<file path="config.mk">
export PLATFORM = sky130hd
export DESIGN_NAME = rsp_reorder_buf_flat
export DESIGN_NICKNAME = d
export VERILOG_FILES = /design/src/rtl/rsp_reorder_buf_pkg.sv /design/src/rtl/rsp_reorder_buf_if.sv /design/src/rtl/rob_order_fifo.sv /design/src/rtl/rsp_reorder_buf.sv /design/src/flat_wrapper.sv
export SDC_FILE = /design/constraint.sdc
export NUM_CORES = 1
export LEC_CHECK = 0
export CORE_UTILIZATION = 59
export DETAILED_ROUTE_END_ITERATION = 10
export HOLD_SLACK_MARGIN = 0.08
export PLACE_DENSITY = 0.8
export SETUP_SLACK_MARGIN = 0.05
export SYNTH_ARGS = -nofsm -noshare
export SYNTH_HDL_FRONTEND = slang
export SYNTH_SLANG_ARGS = --single-unit
</file>
<file path="constraint.sdc">
create_clock -name clk -period 8.29 [get_ports clk]
set_clock_uncertainty 0.2 [all_clocks]
set_input_delay 1.2435 -clock clk [delete_from_list [all_inputs] [get_ports clk]]
set_output_delay 1.2435 -clock clk [all_outputs]
set_load 0.02 [all_outputs]
</file>
<file path="src/rtl/rsp_reorder_buf_pkg.sv">
// ============================================================================
// Module  : rsp_reorder_buf_pkg
// Brief   : Shared widths and packet types for the execution-unit response path.
// Revision: 1.0 - initial release
// ============================================================================
`default_nettype none

package rsp_reorder_buf_pkg;

    localparam int ID_W    = 3;
    localparam int DATA_W  = 64;
    localparam int NUM_IDS = 2**ID_W;

    typedef logic [ID_W-1:0] id_t;

    typedef struct packed {
        logic              rsp;
        id_t               rsp_id;
        logic [DATA_W-1:0] rsp_data;
    } rsp_pkt_type;

endpackage

`default_nettype wire

</file>
<file path="src/rtl/rsp_reorder_buf_if.sv">
// ============================================================================
// Module  : rsp_reorder_buf_if
// Brief   : In-order response stream (valid/ready) leaving the reorder buffer.
// Revision: 1.0 - initial release
// ============================================================================
`default_nettype none

interface rsp_reorder_buf_if;
    import rsp_reorder_buf_pkg::*;

    logic              out_vld;
    id_t               out_id;
    logic [DATA_W-1:0] out_data;
    logic              out_rdy;

    modport master (
        output out_vld,
        output out_id,
        output out_data,
        input  out_rdy
    );

    modport slave (
        input  out_vld,
        input  out_id,
        input  out_data,
        output out_rdy
    );

endinterface

`default_nettype wire

</file>
<file path="src/rtl/rob_order_fifo.sv">
// ============================================================================
// Module  : rob_order_fifo
// Brief   : NUM_IDS x ID_W circular FIFO holding request IDs in issue order.
// Revision: 1.0 - initial release
// ============================================================================
`default_nettype none

module rob_order_fifo #(
    parameter int ID_W    = 3,
    parameter int NUM_IDS = 2**ID_W
) (
    input  logic            clk,
    input  logic            rst_b,
    input  logic            push,
    input  logic [ID_W-1:0] push_id,
    input  logic            pop,
    output logic [ID_W-1:0] head_id,
    output logic [ID_W:0]   count,
    output logic            full,
    output logic            empty
);

    localparam logic [ID_W:0] c_ptr_one  = 1;
    localparam logic [ID_W:0] c_full_cnt = NUM_IDS;

    logic [ID_W-1:0] r_mem [NUM_IDS];
    logic [ID_W:0]   r_wr_ptr;
    logic [ID_W:0]   r_rd_ptr;

    // Pointers carry one extra bit so a full queue is distinguishable from empty.
    always_ff @(posedge clk) begin
        if (!rst_b) begin
            r_wr_ptr <= '0;
            r_rd_ptr <= '0;
        end else begin
            if (push) r_wr_ptr <= r_wr_ptr + c_ptr_one;
            if (pop)  r_rd_ptr <= r_rd_ptr + c_ptr_one;
        end
    end

    always_ff @(posedge clk) begin
        if (push) r_mem[r_wr_ptr[ID_W-1:0]] <= push_id;
    end

    assign head_id = r_mem[r_rd_ptr[ID_W-1:0]];
    assign count   = r_wr_ptr - r_rd_ptr;
    assign full    = (count == c_full_cnt);
    assign empty   = (count == '0);

endmodule

`default_nettype wire

</file>
<file path="src/rtl/rsp_reorder_buf.sv">
// ============================================================================
// Module  : rsp_reorder_buf
// Brief   : Holds out-of-order execution-unit responses and releases them in issue order.
// Revision: 1.0 - initial release
// ============================================================================
`default_nettype none

module rsp_reorder_buf
    import rsp_reorder_buf_pkg::*;
#(
    parameter int ID_W    = rsp_reorder_buf_pkg::ID_W,
    parameter int DATA_W  = rsp_reorder_buf_pkg::DATA_W,
    parameter int NUM_IDS = 2**ID_W
) (
    input  logic                 clk,
    input  logic                 rst_b,
    input  logic                 issue_vld,
    input  logic [ID_W-1:0]      issue_id,
    input  rsp_pkt_type          rsp_in,
    rsp_reorder_buf_if.master    out_if,
    output logic [NUM_IDS-1:0]   id_busy,
    output logic                 order_full,
    output logic                 err_dup_issue,
    output logic                 err_unexp_rsp
);

    localparam logic [ID_W:0] c_full_cnt = NUM_IDS;

    logic [NUM_IDS-1:0] r_busy;
    logic [NUM_IDS-1:0] r_done;
    logic [NUM_IDS-1:0] w_busy_nxt;
    logic [NUM_IDS-1:0] w_done_nxt;
    logic [DATA_W-1:0]  r_data [NUM_IDS];
    logic               r_err_dup;
    logic               r_err_unexp;

    logic [ID_W-1:0]    w_head_id;
    logic [ID_W-1:0]    w_rsp_id;
    logic [ID_W:0]      w_count;
    logic               w_full;
    logic               w_empty;
    logic               w_out_vld;
    logic               w_pop;
    logic               w_pop_this_id;
    logic               w_dup;
    logic               w_issue_acc;
    logic               w_push;
    logic               w_capture;
    logic               w_unexp;

    rob_order_fifo #(
        .ID_W    (ID_W),
        .NUM_IDS (NUM_IDS)
    ) u_order_fifo (
        .clk     (clk),
        .rst_b   (rst_b),
        .push    (w_push),
        .push_id (issue_id),
        .pop     (w_pop),
        .head_id (w_head_id),
        .count   (w_count),
        .full    (w_full),
        .empty   (w_empty)
    );

    assign w_rsp_id      = rsp_in.rsp_id;
    assign w_out_vld     = !w_empty && r_done[w_head_id];
    assign w_pop         = w_out_vld && out_if.out_rdy;
    assign w_pop_this_id = w_pop && (w_head_id == issue_id);

    // An ID being popped this cycle is free to be re-issued in the same cycle.
    assign w_dup       = issue_vld && r_busy[issue_id] && !w_pop_this_id;
    assign w_issue_acc = issue_vld && !w_dup;
    assign w_push      = w_issue_acc && (!w_full || w_pop);

    // Responses are qualified against pre-edge state only.
    assign w_capture = rsp_in.rsp && r_busy[w_rsp_id] && !r_done[w_rsp_id];
    assign w_unexp   = rsp_in.rsp && !w_capture;

    // Pop clear is applied first so a same-cycle re-issue of the head ID wins.
    always_comb begin
        w_busy_nxt = r_busy;
        w_done_nxt = r_done;
        if (w_pop) begin
            w_busy_nxt[w_head_id] = 1'b0;
            w_done_nxt[w_head_id] = 1'b0;
        end
        if (w_capture) begin
            w_done_nxt[w_rsp_id] = 1'b1;
        end
        if (w_issue_acc) begin
            w_busy_nxt[issue_id] = 1'b1;
            w_done_nxt[issue_id] = 1'b0;
        end
    end

    always_ff @(posedge clk) begin
        if (!rst_b) begin
            r_busy      <= '0;
            r_done      <= '0;
            r_err_dup   <= 1'b0;
            r_err_unexp <= 1'b0;
        end else begin
            r_busy      <= w_busy_nxt;
            r_done      <= w_done_nxt;
            r_err_dup   <= r_err_dup   | w_dup;
            r_err_unexp <= r_err_unexp | w_unexp;
        end
    end

    always_ff @(posedge clk) begin
        if (w_capture) r_data[w_rsp_id] <= rsp_in.rsp_data;
    end

    assign out_if.out_vld  = w_out_vld;
    assign out_if.out_id   = w_head_id;
    assign out_if.out_data = r_data[w_head_id];

    assign id_busy       = r_busy;
    assign order_full    = (w_count == c_full_cnt);
    assign err_dup_issue = r_err_dup;
    assign err_unexp_rsp = r_err_unexp;

endmodule

`default_nettype wire

</file>
<file path="src/flat_wrapper.sv">
// flat-port wrapper written by rule: the top's interface ports become plain ports
module rsp_reorder_buf_flat import rsp_reorder_buf_pkg::*;
#(
    parameter int ID_W    = rsp_reorder_buf_pkg::ID_W,
    parameter int DATA_W  = rsp_reorder_buf_pkg::DATA_W,
    parameter int NUM_IDS = 2**ID_W
)
  (clk, rst_b, issue_vld, issue_id, rsp_in, id_busy, order_full, err_dup_issue, err_unexp_rsp, out_if_out_vld, out_if_out_id, out_if_out_data, out_if_out_rdy);
  rsp_reorder_buf_if out_if_i ();
  input  logic clk;
  input  logic rst_b;
  input  logic issue_vld;
  input  logic [ID_W-1:0] issue_id;
  input  rsp_pkt_type rsp_in;
  output logic [NUM_IDS-1:0] id_busy;
  output logic order_full;
  output logic err_dup_issue;
  output logic err_unexp_rsp;
  output wire logic [$bits(out_if_i.out_vld)-1:0] out_if_out_vld;
  output wire logic [$bits(out_if_i.out_id)-1:0] out_if_out_id;
  output wire logic [$bits(out_if_i.out_data)-1:0] out_if_out_data;
  input wire logic [$bits(out_if_i.out_rdy)-1:0] out_if_out_rdy;
  assign out_if_out_vld = out_if_i.out_vld;
  assign out_if_out_id = out_if_i.out_id;
  assign out_if_out_data = out_if_i.out_data;
  assign out_if_i.out_rdy = out_if_out_rdy;
  rsp_reorder_buf #(.ID_W(ID_W), .DATA_W(DATA_W), .NUM_IDS(NUM_IDS)) u_core (.clk(clk), .rst_b(rst_b), .issue_vld(issue_vld), .issue_id(issue_id), .rsp_in(rsp_in), .out_if(out_if_i), .id_busy(id_busy), .order_full(order_full), .err_dup_issue(err_dup_issue), .err_unexp_rsp(err_unexp_rsp));
endmodule
</file>
==> results.yml <==
worst_setup_path:
  timing.critical_path.buf_inv: 4
  reg2reg_setup_slack_ns: 3.36
  max_stage_delay_ns: 0.79
  crit_end: "out_if_out_data[4]"
  crit_required_ns: 6.85
  path_depth: 9
  critical_path_class: "reg -> out"
  cp_top_family: "buffers and inverters"
  worstPathCellList: "mux4_2 -> mux2i_4 -> inv_2 -> buf_4 -> nor3_2 -> buf_4 -> a22oi_1 -> nand4_1 -> clkdlybuf4s50_1"
  endpoint_kind: "output port"
  worstPathArrival_ns: 4.92
  r2r_cells: 8
  start_kind: "flip-flop"
  worst_path_max_delay_cell: "nor3_2"
  cpMostUsedCell: "buf_4"
  critPathMaxFanout: 50
  r2r_end: "u_core.u_order_fifo.r_mem[3][1]"
power_and_ir_drop:
  swShare: 0.236
  combPwrFrac: 0.119
  power.leakage_uw: 0.00806
  clkPwrFrac: 0.382
  ir_drop_uv: 193
  powerDensity_nw_per_um2: 251
  p_sw_uw: 1490
  seqPwrFrac: 0.499
  p_int_uw: 4810
routing:
  first_pass_iters: 6
  wirelength_um: 50000
  postRouteAntennaNets: 0
  viasPerCell: 6.45
  vias: 12791
  drc: 0
  first_iter_violations: 1395
  wire_per_inst_um: 25.2
die:
  die_height_um: 192
  die_w_um: 192
  core_um2: 35500
  rows: 69
  initial_core_util: 0.599
  boundaryPins: 154
  dieArea_um2: 36800
layout:
  final_cell_mix: "edfxtp_1 (536), clkdlybuf4s50_1 (153), a22oi_1 (152), nand2_1 (148), clkbuf_16 (54)"
  nets: 1553
  area_delta_synth_final_pct: 17.8
  final_common_cell: "edfxtp_1"
  n_fill_cell: 2172
  finalNonFillerCells: 1982
  final_layout_size_suffix_gt1_frac: 0.100
placement:
  portBuffers: 153
  place_hpwl_um: 26900
  gp_congestion: 0.817
  dp_cells: 1878
synthesis:
  syn_inst: 1316
  ys_ff_latch: 565
  ys_top_cells_by_area: "edfxtp_1 (76%), a22oi_1 (5.4%), dfxtp_1 (2.7%)"
  syn_area_per_cell_um2: 16.2
  synth_area_um2: 21300
  synthDistinctLibCells: 53
  yosysWarnings: 0
  synth_top_area_frac: 0.757
  synth_top_area_cell: "edfxtp_1"
  synth_fp_nets: 1396
  yosysSeqAreaShare: 0.784
global_route:
  grt_max_degree: 65
  grt_pass1_wl_um: 74500
  grt_usage: 0.273
  grt_pass1_vias: 12824
  antenna_found_initial: 4
  overflow: 0
sta:
  fmax_mhz: 157
  slew_viol_final: 0
  hold_ws_ns: 0.274
  worstMarginPinSlew_ns: 1.16
  period_share: 0.767
  fin_setup_tns_ns: 0
  finalSetupViolCount: 0
  slew_headroom: 0.226
  rsz0062_at_grt: "false"
  final-hold-violation-count: 0
  period_minus_slack_ns: 6.36
job:
  maxCapViolCount: 0
clock_network:
  postCtsResizedCells: 0
  clk_pin_slew_worst_paths_ns: 0.06
  postCtsHoldBufs: 0
  cts_sinks: 565
  cts_setup_buffers: 0
  clock_latency_ns: 0.57
  root_buffer: "clkbuf_16"
  cts_tree: "yes"
  cts_buffers: 54
  htree_levels: 2
  cts_buffer_depth: 3
min_path:
  hold_class: "reg -> reg"
run_status:
  outcome: "finished clean"
## area by class of cell
cell class / count / area, um2 / area share
Clock inverter: 35 / 337 / 0.0134
Sequential cell: 565 / 16700 / 0.666
Timing Repair Buffer: 179 / 1730 / 0.0689
Clock buffer: 67 / 1400 / 0.0559
Multi-Input combinational cell: 653 / 4250 / 0.170
Antenna cell: 2 / 5.00 / 0.000200
Tap cell: 461 / 577 / 0.0230
Inverter: 20 / 80.1 / 0.00320
## through the flow
| stage | total power, uW | cell area [um2] | util | setup WS [ns] |
|---|---|---|---|---|
| 2_1_floorplan | 3590 | 21300 | - | 3.63 |
| 3_3_place_gp | 3940 | 23300 | 0.657 | 2.51 |
| 3_5_place_dp | 3950 | 23300 | 0.657 | 2.42 |
| 4_1_cts | 6320 | 25000 | 0.706 | 1.79 |
| 5_1_grt | 6480 | 25000 | 0.706 | 1.62 |
| 6_report | 6300 | 25100 | 0.706 | 1.93 |
## layer usage
| layer | routed length, um | track usage |
|---|---|---|
| met1 | 19500 | 0.371 |
| met2 | 24600 | 0.447 |
| met3 | 4900 | 0.0535 |
| met4 | 1070 | 0.0916 |
| met5 | 20 | 0 |
## cells in the mapped netlist, drive strengths merged
library cell and instances:
edfxtp 536, a22oi 152, nand2 149, clkbuf 53
a221oi 40, o21ai 40, nand3 36, a21oi 35
nor2 35, nand4 32, dfxtp 29, buf 25
inv 20, mux2i 15, nor3 11, a22o 10
a222oi 9, mux2 9, o211ai 9, nor2b 8
a221o 7, xnor2 7, ha 5, nor3b 5
a31oi 4, and3 4, mux4 4, nand2b 4
o22ai 4, nor4 3, nand3b 2, nor4b 2
or2 2, xor2 2, a211oi 1, a21boi 1
a2bb2oi 1, a311oi 1, and2 1, o31ai 1
or3 1, or4 1
## worst register-to-register path, cell delays in order, from the launching register on
cell and delay [ns]:
dfxtp_1 0.60, mux4_2 0.60, mux2i_4 0.57, buf_4 0.56, nor2_2 0.23, a221oi_2 0.63, a21boi_1 0.26, or2_1 0.40
nor3b_1 0.53
## power groups by stage
stage / logic, uW / registers, uW / clock network (uW)
floorplan: 392 / 3200 / 0
global placement: 733 / 3200 / 0
detailed placement: 744 / 3200 / 0
CTS: 750 / 3140 / 2430
global route: 799 / 3140 / 2540
finish: 748 / 3140 / 2410
## registers in the layout (all words and copies together), names as in the netlist, named ones only
signal,flops
u_core.r_done,8
u_core.err_dup_issue,1
u_core.u_order_fifo.r_mem,24
u_core.u_order_fifo.r_wr_ptr,4
u_core.u_order_fifo.r_rd_ptr,4
u_core.id_busy,8
u_core.err_unexp_rsp,1
u_core.r_data,512
## cell families (layout without fill, tap and decap cells)
group | count (synthesis) | in the layout | synth area share
compound gates | 315 | 315 | 0.109
other cells | 0 | 2 | 0
simple gates | 296 | 296 | 0.0652
mux | 28 | 28 | 0.0172
fa+ha+maj | 5 | 5 | 0.00294
buf+inv | 98 | 301 | 0.0182
flops | 565 | 565 | 0.784
xor+xnor | 9 | 9 | 0.00371
## worst min-delay path by stage
| stage | from | end | slack, ns | cells past startpoint |
|---|---|---|---|---|
| finish | u_core.err_unexp_rsp | u_core.err_unexp_rsp | 0.27 | 2 |
| global route | u_core.u_order_fifo.r_wr_ptr[3] | u_core.u_order_fifo.r_wr_ptr[3] | 0.30 | 2 |
| CTS | u_core.err_unexp_rsp | u_core.err_unexp_rsp | 0.28 | 2 |
| detailed placement | u_core.err_unexp_rsp | u_core.err_unexp_rsp | 0.27 | 2 |
| global placement | u_core.err_unexp_rsp | u_core.err_unexp_rsp | 0.24 | 2 |
| floorplan | u_core.u_order_fifo.r_wr_ptr[3] | u_core.u_order_fifo.r_wr_ptr[3] | 0.26 | 2 |
Power figures use the tool's default switching activity.
